### config.mk
export PLATFORM = sky130hd
export DESIGN_NAME = ef_spi_target
export DESIGN_NICKNAME = d
export VERILOG_FILES = /design/src/rtl/ef_spi_target.sv
export SDC_FILE = /design/constraint.sdc
export NUM_CORES = 1
export LEC_CHECK = 0
export ABC_AREA = 1
export CAP_MARGIN = 20
export CORE_ASPECT_RATIO = 0.8
export CORE_MARGIN = 2
export CORE_UTILIZATION = 49
export DETAILED_ROUTE_END_ITERATION = 7
export GPL_TIMING_DRIVEN = 0
export MAX_ROUTING_LAYER = met4
export PLACE_DENSITY = 0.66
export SYNTH_ARGS = -nofsm -noshare
export SYNTH_HDL_FRONTEND = slang
export SYNTH_SLANG_ARGS = --single-unit
### constraint.sdc
create_clock -name clk -period 4.28 [get_ports clk]
set_clock_uncertainty 0.05 [all_clocks]
set_input_delay 1.07 -clock clk [delete_from_list [all_inputs] [get_ports clk]]
set_output_delay 1.07 -clock clk [all_outputs]
set_load 0.01 [all_outputs]
### src/rtl/ef_spi_target.sv
// ef_spi_target: SPI target endpoint clocked entirely by clk.
//   sclk/csb/mosi are synchronized (2 flops) and edge-detected against a third
//   flop; all four CPOL/CPHA modes, MSB-first 8-bit bytes.
// Ports:
//   clk, rst            system clock, async active-high reset
//   enable              0 holds the bus engine IDLE
//   CPOL, CPHA          SPI mode
//   rx_en               store completed bytes in the RX FIFO
//   wr, datai           TX FIFO push
//   rd, datao           RX FIFO pop / show-ahead head
//   rx_flush, tx_flush  FIFO flush
//   rx_/tx_ empty/full/level  FIFO status
//   rx_overrun          1-cycle pulse: completed byte dropped, RX full
//   tx_underrun         1-cycle pulse: byte load found TX empty
//   busy, miso_oe       frame active
//   sclk, csb, mosi     SPI bus in; miso SPI data out

module ef_spi_target_fifo #(
  parameter int unsigned FAW = 4
) (
  input  logic         clk,
  input  logic         rst,
  input  logic         flush,
  input  logic         push,
  input  logic         pop,
  input  logic [7:0]   din,
  output logic [7:0]   head,
  output logic         empty,
  output logic         full,
  output logic [FAW:0] level
);
  localparam int unsigned DEPTH = 1 << FAW;

  logic [7:0]     mem [DEPTH];
  logic [FAW-1:0] wp;
  logic [FAW-1:0] rp;
  logic           do_push;
  logic           do_pop;

  assign empty   = (level == '0);
  assign full    = level[FAW];
  assign do_push = push & ~full;
  assign do_pop  = pop & ~empty;
  assign head    = empty ? '0 : mem[rp];

  always_ff @(posedge clk or posedge rst) begin
    if (rst) begin
      wp    <= '0;
      rp    <= '0;
      level <= '0;
    end else if (flush) begin
      wp    <= '0;
      rp    <= '0;
      level <= '0;
    end else begin
      if (do_push) wp <= wp + 1'b1;
      if (do_pop)  rp <= rp + 1'b1;
      if (do_push && !do_pop)      level <= level + 1'b1;
      else if (do_pop && !do_push) level <= level - 1'b1;
    end
  end

  always_ff @(posedge clk) begin
    if (do_push && !flush) mem[wp] <= din;
  end
endmodule

module ef_spi_target #(
  parameter int unsigned FAW = 4
) (
  input  logic         clk,
  input  logic         rst,
  input  logic         enable,
  input  logic         CPOL,
  input  logic         CPHA,
  input  logic         rx_en,
  input  logic         wr,
  input  logic [7:0]   datai,
  input  logic         rd,
  output logic [7:0]   datao,
  input  logic         rx_flush,
  input  logic         tx_flush,
  output logic         rx_empty,
  output logic         rx_full,
  output logic         tx_empty,
  output logic         tx_full,
  output logic [FAW:0] rx_level,
  output logic [FAW:0] tx_level,
  output logic         rx_overrun,
  output logic         tx_underrun,
  output logic         busy,
  input  logic         sclk,
  input  logic         csb,
  input  logic         mosi,
  output logic         miso,
  output logic         miso_oe
);
  typedef enum logic {IDLE, ACTIVE} state_t;

  state_t     state;
  state_t     state_nxt;
  logic       sclk_s1, sclk_s2, sclk_s3;
  logic       csb_s1, csb_s2, csb_s3;
  logic       mosi_s1, mosi_s2;
  logic       sclk_rise, sclk_fall, csb_fall, csb_rise;
  logic       lead_edge, trail_edge, sample_edge, shift_edge;
  logic       stay_active, entry, do_sample, do_shift, load;
  logic [7:0] tx_sr;
  logic [6:0] rx_sr;
  logic [2:0] bit_cnt;
  logic       rx_push;
  logic [7:0] rx_byte;
  logic [7:0] tx_head;

  always_ff @(posedge clk or posedge rst) begin
    if (rst) begin
      sclk_s1 <= 1'b0; sclk_s2 <= 1'b0; sclk_s3 <= 1'b0;
      csb_s1  <= 1'b1; csb_s2  <= 1'b1; csb_s3  <= 1'b1;
      mosi_s1 <= 1'b0; mosi_s2 <= 1'b0;
    end else begin
      sclk_s1 <= sclk; sclk_s2 <= sclk_s1; sclk_s3 <= sclk_s2;
      csb_s1  <= csb;  csb_s2  <= csb_s1;  csb_s3  <= csb_s2;
      mosi_s1 <= mosi; mosi_s2 <= mosi_s1;
    end
  end

  assign sclk_rise   = sclk_s2 & ~sclk_s3;
  assign sclk_fall   = ~sclk_s2 & sclk_s3;
  assign csb_fall    = ~csb_s2 & csb_s3;
  assign csb_rise    = csb_s2 & ~csb_s3;
  assign lead_edge   = CPOL ? sclk_fall : sclk_rise;
  assign trail_edge  = CPOL ? sclk_rise : sclk_fall;
  assign sample_edge = CPHA ? trail_edge : lead_edge;
  assign shift_edge  = CPHA ? lead_edge : trail_edge;

  always_ff @(posedge clk or posedge rst) begin
    if (rst) state <= IDLE;
    else     state <= state_nxt;
  end

  always_comb begin
    state_nxt = state;
    case (state)
      IDLE:    if (enable && csb_fall) state_nxt = ACTIVE;
      ACTIVE:  if (csb_rise || !enable) state_nxt = IDLE;
      default: state_nxt = IDLE;
    endcase
  end

  assign stay_active = (state == ACTIVE) && (state_nxt == ACTIVE);
  assign entry       = (state == IDLE) && (state_nxt == ACTIVE);
  assign do_sample   = stay_active & sample_edge;
  assign do_shift    = stay_active & shift_edge;
  // Both modes load on the first shift edge seen with the counter at 0; for
  // CPHA=0 that is the edge right after the 8th sample, and the first byte
  // of a CPHA=0 frame is loaded on entry instead.
  assign load        = (entry & ~CPHA) | (do_shift & (bit_cnt == 3'd0));

  assign rx_byte = {rx_sr, mosi_s2};
  assign rx_push = do_sample & (bit_cnt == 3'd7) & rx_en;

  always_ff @(posedge clk or posedge rst) begin
    if (rst) begin
      tx_sr       <= '0;
      rx_sr       <= '0;
      bit_cnt     <= '0;
      tx_underrun <= 1'b0;
      rx_overrun  <= 1'b0;
    end else begin
      tx_underrun <= load & tx_empty;
      rx_overrun  <= rx_push & rx_full;
      // FIFO head reads 0x00 when empty, which is the underrun fill byte.
      if (load)          tx_sr <= tx_head;
      else if (do_shift) tx_sr <= {tx_sr[6:0], 1'b0};
      if (state_nxt == IDLE) begin
        bit_cnt <= '0;
      end else if (do_sample) begin
        rx_sr   <= {rx_sr[5:0], mosi_s2};
        bit_cnt <= bit_cnt + 1'b1;
      end
    end
  end

  ef_spi_target_fifo #(.FAW(FAW)) u_tx_fifo (
    .clk   (clk),
    .rst   (rst),
    .flush (tx_flush),
    .push  (wr),
    .pop   (load),
    .din   (datai),
    .head  (tx_head),
    .empty (tx_empty),
    .full  (tx_full),
    .level (tx_level)
  );

  ef_spi_target_fifo #(.FAW(FAW)) u_rx_fifo (
    .clk   (clk),
    .rst   (rst),
    .flush (rx_flush),
    .push  (rx_push),
    .pop   (rd),
    .din   (rx_byte),
    .head  (datao),
    .empty (rx_empty),
    .full  (rx_full),
    .level (rx_level)
  );

  assign busy    = (state == ACTIVE);
  assign miso_oe = (state == ACTIVE);
  assign miso    = tx_sr[7];
endmodule

==> reports/qor.csv, run 1 <==
stage,metric,value,unit
floorplanning,Core Region,0.0263,mm²
timing,slew at the pin closest to its max-slew limit,1.09,ns
place,Post-DP HPWL,21600,µm
detailed_routing,DRT Pass-1 Iters,7,
global_routing,number of global-route vias before repair,8345,
setup_path,CP Max Fanout,10,
place,Port Buf Inserts,46,
timing,f_max,0.240,GHz
detailed_routing,Vias/cell,5.68,
timing,fin crit period,4.16,ns
cells_and_area,"Design Area, Final",0.0151,mm²
setup_path,CP Cell Sequence,inv_1 > clkbuf_2 > o21ai_0 > o221ai_2 > nand3_1 > a21oi_1 > clkdlybuf4s50_1,
cells_and_area,share of layout cells above drive strength 1,10.2,%
clock_tree,CTS Root Buffer Type,clkbuf_16,
synth,Synth async-reset ratio,17.7,%
synth,Synthesized Nets,1143,
cells_and_area,# diodes,0,
synth,number of synthesized flops with an enable pin,256,
place,gpl congestion,0.944,
synth,register bit total from synthesis,311,
timing,Tcrit/Tclk final,97.2,%
setup_path,Critical Setup Path Class,flop to output pin,
global_routing,gr usage total,23.8,%
cells_and_area,Final Net Count,1226,
clock_tree,clk buf depth,3,
clock_tree,"Clk Latency, worst-skew pair",0.57,ns
synth,register area share after synthesis,69.1,%
floorplanning,Initial Util,49.9,%
clock_tree,CTS H-tree depth,1,
clock_tree,clock buffer count from CTS,31,
synth,Netlist cell types,45,
detailed_routing,WL per Instance,20.6,µm
place,dpl cell area,0.0141,mm²
global_routing,initial antenna violation count,0,
setup_path,Critical Path End,datao[1],
power,total power,0.00852,W
synth,Mapped Area,0.0131,mm²
setup_path,Slowest Stage Delay on Critical Path,0.59,ns
timing,endpoints failing setup,0,
setup_path,r2r endpoint,u_rx_fifo.mem[3][2],
cells_and_area,"commonest non-fill, non-tap cell in the layout",edfxtp_1,
cells_and_area,P&R area growth vs syn,15.3,%
detailed_routing,first-iteration detailed-routing DRC count,1085,
power,VDD IR-drop max,0.000306,V
synth,synth warn,0,
timing,Max-Slew Margin vs Limit,26.7,%
setup_path,CP Capture Type,output pin,
detailed_routing,final antenna-violating net count,0,
job,Max Cap Viol,0,
global_routing,largest net degree at the start of global routing,40,
setup_path,Reg-to-Reg Start,csb_s3,
synth,Syn Inst Count,1099,
clock_tree,clock tree from TritonCTS,built,
setup_path,FF-to-FF setup slack,1.72,ns
timing,Final Max Tran Viols,0,
floorplanning,die height,150,µm
min_path,Min-Delay Path Class,flop to flop,
synth,Avg Inst Size Synth,11.9,µm²
timing,Hold Slack,0.297,ns
power,LEAKAGE,5.36,nW
floorplanning,Die Span X,187,µm
global_routing,final global-route overflow total,0,
setup_path,Critical Path Slowest Stage Cell,clkdlybuf4s50_1,
setup_path,Worst Setup SP,u_rx_fifo.rp[1],
floorplanning,Die Footprint,0.0281,mm²
setup_path,Critical Path RT,3.16,ns
detailed_routing,Post-Route WL,32200,µm
setup_path,critical path arrival,3.04,ns
setup_path,Worst setup SP type,flop,
outcome,status,completed,
global_routing,first-pass GRT wire length,48900,µm
floorplanning,IO Pins,48,
setup_path,worst r2r path cells,6,
floorplanning,Cell Rows,53,
detailed_routing,DR vias,8875,
synth,top_reg_cell synth,edfxtp_1,
detailed_routing,Post-route DRC,0,
clock_tree,CTS Sinks,311,
power,power per cell area,563,mW/mm²
timing,"Hold Vio Cnt, Final",0,
cells_and_area,"commonest non-fill, non-tap cells in the layout","256 x edfxtp_1, 216 x nor2_1, 150 x o21ai_0",
clock_tree,clock-pin slew on the worst setup and hold paths,0.06,ns
clock_tree,hold_buf cts,0,
## power breakdown
part           switching, W  internal (W)
clock               0.00112       0.00164
combinational       0.00118      0.000735
sequential         0.000286       0.00356
total               0.00259       0.00594
## worst max-delay path: cells and delay by family, from the launching register on
family / cells / cell delay (ns)
buffers and inverters: 3 / 1.13
AOI/OAI and AO/OA: 3 / 0.71
DFF: 1 / 0.50
and+or+nand+nor: 1 / 0.14
## how the worst min path moves through the flow
stage,from,endpoint,slack [ns],depth (start not counted)
global placement,sclk_s1,sclk_s2,0.29,0
detailed placement,sclk_s1,sclk_s2,0.29,0
floorplan,mosi_s1,mosi_s2,0.28,0
CTS,sclk_s1,sclk_s2,0.30,0
finish,sclk_s1,sclk_s2,0.30,0
global route,sclk_s1,sclk_s2,0.30,0
## layer usage
metal,up-vias,share of wire [%],global-route usage (%),wire length [µm]
met4,0,1.7,5.04,535
met5,-,0,-,0
li1,4097,-,-,-
met3,52,11,5.24,3480
met1,4312,47,36.4,15000
met2,414,41,32.6,13200
## registers in the layout, summed over array words and instances (netlist names), 3 cells and up
register         cells
u_rx_fifo.rp         4
tx_sr                8
u_tx_fifo.mem      128
u_rx_fifo.mem      128
u_tx_fifo.level      5
u_tx_fifo.wp         4
rx_sr                7
bit_cnt              3
u_tx_fifo.rp         4
u_rx_fifo.level      5
u_rx_fifo.wp         4
## metrics by stage
stage	util (%)	TNS (ns)	worst slack, ns	instances
after floorplan	-	0	1.55	1099
after global routing	57.5	-0.0156	-0.0156	1563
after global placement	53.3	0	0.487	1502
final	57.5	0	0.119	1563
after detailed placement	53.4	0	0.511	1506
after CTS	57.3	0	0.0678	1563
## synth_stat cells (6+ instances only)
library cell	count	share of area, %
edfxtp_1	256	59
nor2_1	216	6.2
o21ai_0	150	5.7
nand2_1	106	3.0
dfrtp_1	52	9.9
nand3_1	47	1.8
inv_1	39	1.1
a21oi_1	24	0.92
o221ai_1	24	1.6
clkbuf_1	23	0.66
ha_1	21	2.0
o211ai_1	20	1.1
buf_2	17	0.65
o21ai_1	15	0.57
o22ai_1	10	0.48
buf_4	8	0.46
nor3_1	8	0.31
buf_6	7	0.60
inv_2	6	0.17
## cell families (layout without fill, tap and decap cells)
kind of cell	Yosys count	in the layout	synth area share, %
compound gates	255	255	11.4
xor+xnor	4	4	0.267
fa+ha+maj	23	23	2.31
buf+inv	108	215	3.92
flops	311	311	69.1
mux	2	2	0.153
simple gates	396	396	12.9
## timing repair
item / 4_1_cts / 5_1_grt
endpoints found under the setup margin: 3 / 8
setup buffers: 0 / 0
gates resized for setup: 1 / 15
## layout make-up
| class | count | area [µm²] |
|---|---|---|
| multi-input cells | 680 | 3560 |
| repair buffers | 50 | 495 |
| flip-flops and latches | 311 | 9070 |
| fillers | 2153 | 11200 |
| well taps | 357 | 447 |
| clock inverters | 11 | 155 |
| plain buffers | 57 | 328 |
| inverters | 51 | 200 |
| clock buffers | 46 | 872 |
Power figures use the tool's default switching activity.
==> run 2: changes to the inputs <==
Settings changed: CAP_MARGIN 20 to default.
==> reports/qor.csv, run 2 (synthesized netlist as in run 1, its figures left out) <==
stage,metric,value,unit,change
clock_tree,clock tree from TritonCTS,built,,
cells_and_area,"commonest non-fill, non-tap cells in the layout","256 x edfxtp_1, 216 x nor2_1, 150 x o21ai_0",,
timing,Final Max Tran Viols,0,,unchanged
timing,slew at the pin closest to its max-slew limit,1.11,ns,+0.0232 ns
detailed_routing,Post-route DRC,0,,unchanged
place,dpl ws,0.480,ns,-0.0307 ns
cells_and_area,biggest regs,"u_rx_fifo.mem (128), u_tx_fifo.mem (128), tx_sr (8)",,
timing,RSZ-0062 raised after global routing,false,,
detailed_routing,DRT Pass-1 Iters,5,,-2
setup_path,Critical Path Slowest Stage Cell,clkdlybuf4s50_1,,
power,power per cell area,558,mW/mm²,-1.0%
cells_and_area,# diodes,0,,unchanged
clock_tree,CTS Root Buffer Type,clkbuf_16,,
global_routing,gr usage total,23.8,%,-0.042 points
floorplanning,Die Span X,187,µm,unchanged
floorplanning,Die Footprint,0.0281,mm²,unchanged
clock_tree,clock-pin slew on the worst setup and hold paths,0.06,ns,about the same
timing,Tcrit/Tclk final,98.0,%,+0.80 points
timing,TNS Setup,0,ns,unchanged
setup_path,Top delay family on crit path,buffers and inverters,,
detailed_routing,DR vias,8871,,-0.045%
setup_path,Reg-to-Reg Start,csb_s3,,
setup_path,Critical Path End,datao[2],,
setup_path,Slowest Stage Delay on Critical Path,0.59,ns,about the same
global_routing,final global-route overflow total,0,,unchanged
cells_and_area,share of layout cells above drive strength 1,9.88,%,-0.32 points
detailed_routing,final antenna-violating net count,0,,unchanged
setup_path,worst r2r path cells,6,,unchanged
global_routing,number of global-route vias before repair,8274,,-0.85%
timing,fin crit period,4.20,ns,+0.0341 ns
clock_tree,CTS H-tree depth,1,,unchanged
floorplanning,IO Pins,48,,unchanged
clock_tree,clk buf depth,3,,unchanged
clock_tree,clock buffer count from CTS,31,,unchanged
timing,endpoints failing setup,0,,unchanged
floorplanning,Cell Rows,53,,unchanged
setup_path,Critical Setup Path Class,flop to output pin,,
cells_and_area,Final Net Count,1224,,-0.16%
floorplanning,die height,150,µm,unchanged
place,Port Buf Inserts,46,,unchanged
setup_path,FF-to-FF setup slack,1.77,ns,+0.05 ns
min_path,Min-Delay Path Class,flop to flop,,
setup_path,Critical path buffers and inverters,2,,-1
setup_path,CP Capture Type,output pin,,
detailed_routing,Vias/cell,5.68,,about the same
timing,"Hold Vio Cnt, Final",0,,unchanged
timing,Max-Slew Margin vs Limit,25.2,%,-1.6 points
setup_path,r2r endpoint,u_rx_fifo.mem[11][7],,
job,Max Cap Viol,0,,unchanged
setup_path,Worst Setup SP,u_rx_fifo.rp[1],,
clock_tree,"Clk Latency, worst-skew pair",0.56,ns,about the same
detailed_routing,WL per Instance,20.6,µm,+0.21%
timing,f_max,0.238,GHz,-0.81%
setup_path,Crit. path cell count,6,,-1
clock_tree,CTS Sinks,311,,unchanged
cells_and_area,P&R area growth vs syn,14.8,%,
detailed_routing,Post-Route WL,32200,µm,about the same
clock_tree,hold_buf cts,0,,unchanged
cells_and_area,"commonest non-fill, non-tap cell in the layout",edfxtp_1,,
setup_path,Worst setup SP type,flop,,
global_routing,initial antenna violation count,0,,unchanged
global_routing,largest net degree at the start of global routing,40,,unchanged
detailed_routing,first-iteration detailed-routing DRC count,1219,,+12%
setup_path,CP Cell Sequence,clkbuf_1 > o21ai_0 > o221ai_2 > nand3_1 > a21oi_1 > clkdlybuf4s50_1,,
power,VDD IR-drop max,0.000323,V,+5.7%
floorplanning,Core Region,0.0263,mm²,unchanged
outcome,status,completed,,
setup_path,critical path arrival,3.08,ns,+0.04 ns
place,gpl congestion,0.944,,unchanged
timing,fin worst setup slack,0.0845,ns,-0.0341 ns
setup_path,CP Max Fanout,10,,unchanged
global_routing,first-pass GRT wire length,49000,µm,+0.11%
setup_path,Critical Path RT,3.16,ns,about the same
power,LEAKAGE,5.32,nW,-0.80%
floorplanning,Initial Util,49.9,%,unchanged
place,Post-DP HPWL,21500,µm,-0.45%
run 2: timing repair:
| item | in CTS | in global routing |
|---|---|---|
| hold endpoints to repair | 0 | 0 |
| buffers inserted | 0 | 0 |
| resized for setup | 1 | 8 |
| setup endpoints to repair | 3 | 7 |
run 2: routing by layer:
metal,global-route usage [%],routed length (µm)
met1,36.7,15100
met2,32.4,13300
met3,5.17,3380
met4,4.44,393
met5,-,0
run 2: metrics by stage:
step                cells  area, µm²  utilization [%]  total power [W]  hold WS [ns]
floorplan            1099      13100                -          0.00491         0.281
finish               1561      15100             57.3          0.00841         0.299
CTS                  1561      15000             57.1          0.00838         0.302
global placement     1502      14000             53.3          0.00573         0.285
global route         1561      15100             57.3          0.00876         0.304
detailed placement   1504      14100             53.4          0.00577         0.288
run 2: final cells by class:
class | count | area [µm²]
fill | 2150 | 11300
sequential | 311 | 9070
multi-input combinational | 680 | 3570
clock buffer | 45 | 870
timing repair buffer | 48 | 485
tap | 357 | 447
buffer | 57 | 322
inverter | 51 | 200
clock inverter | 12 | 109
run 2: report_power, final:
group | total (W) | switching [W] | internal [W]
Clock | 0.00264 | 0.00112 | 0.00152
Combinational | 0.00192 | 0.00119 | 0.000731
Sequential | 0.00384 | 0.000283 | 0.00356
Total | 0.00841 | 0.00259 | 0.00581
run 2: how the worst min path moves through the flow:
stage | from | end | slack [ns] | depth (start not counted)
after floorplan | mosi_s1 | mosi_s2 | 0.28 | 0
after global placement | sclk_s1 | sclk_s2 | 0.29 | 0
after detailed placement | sclk_s1 | sclk_s2 | 0.29 | 0
after CTS | sclk_s1 | sclk_s2 | 0.30 | 0
after global routing | sclk_s1 | sclk_s2 | 0.30 | 0
final | sclk_s1 | sclk_s2 | 0.30 | 0
run 2: worst register-to-register path, stage by stage, from the launching register on:
cell and delay, ns:
dfstp_2 0.55, o211ai_2 0.16, nor2_4 0.19, nand3_4 0.15, clkinv_4 0.12, nand2_1 0.15
nor2_1 0.77
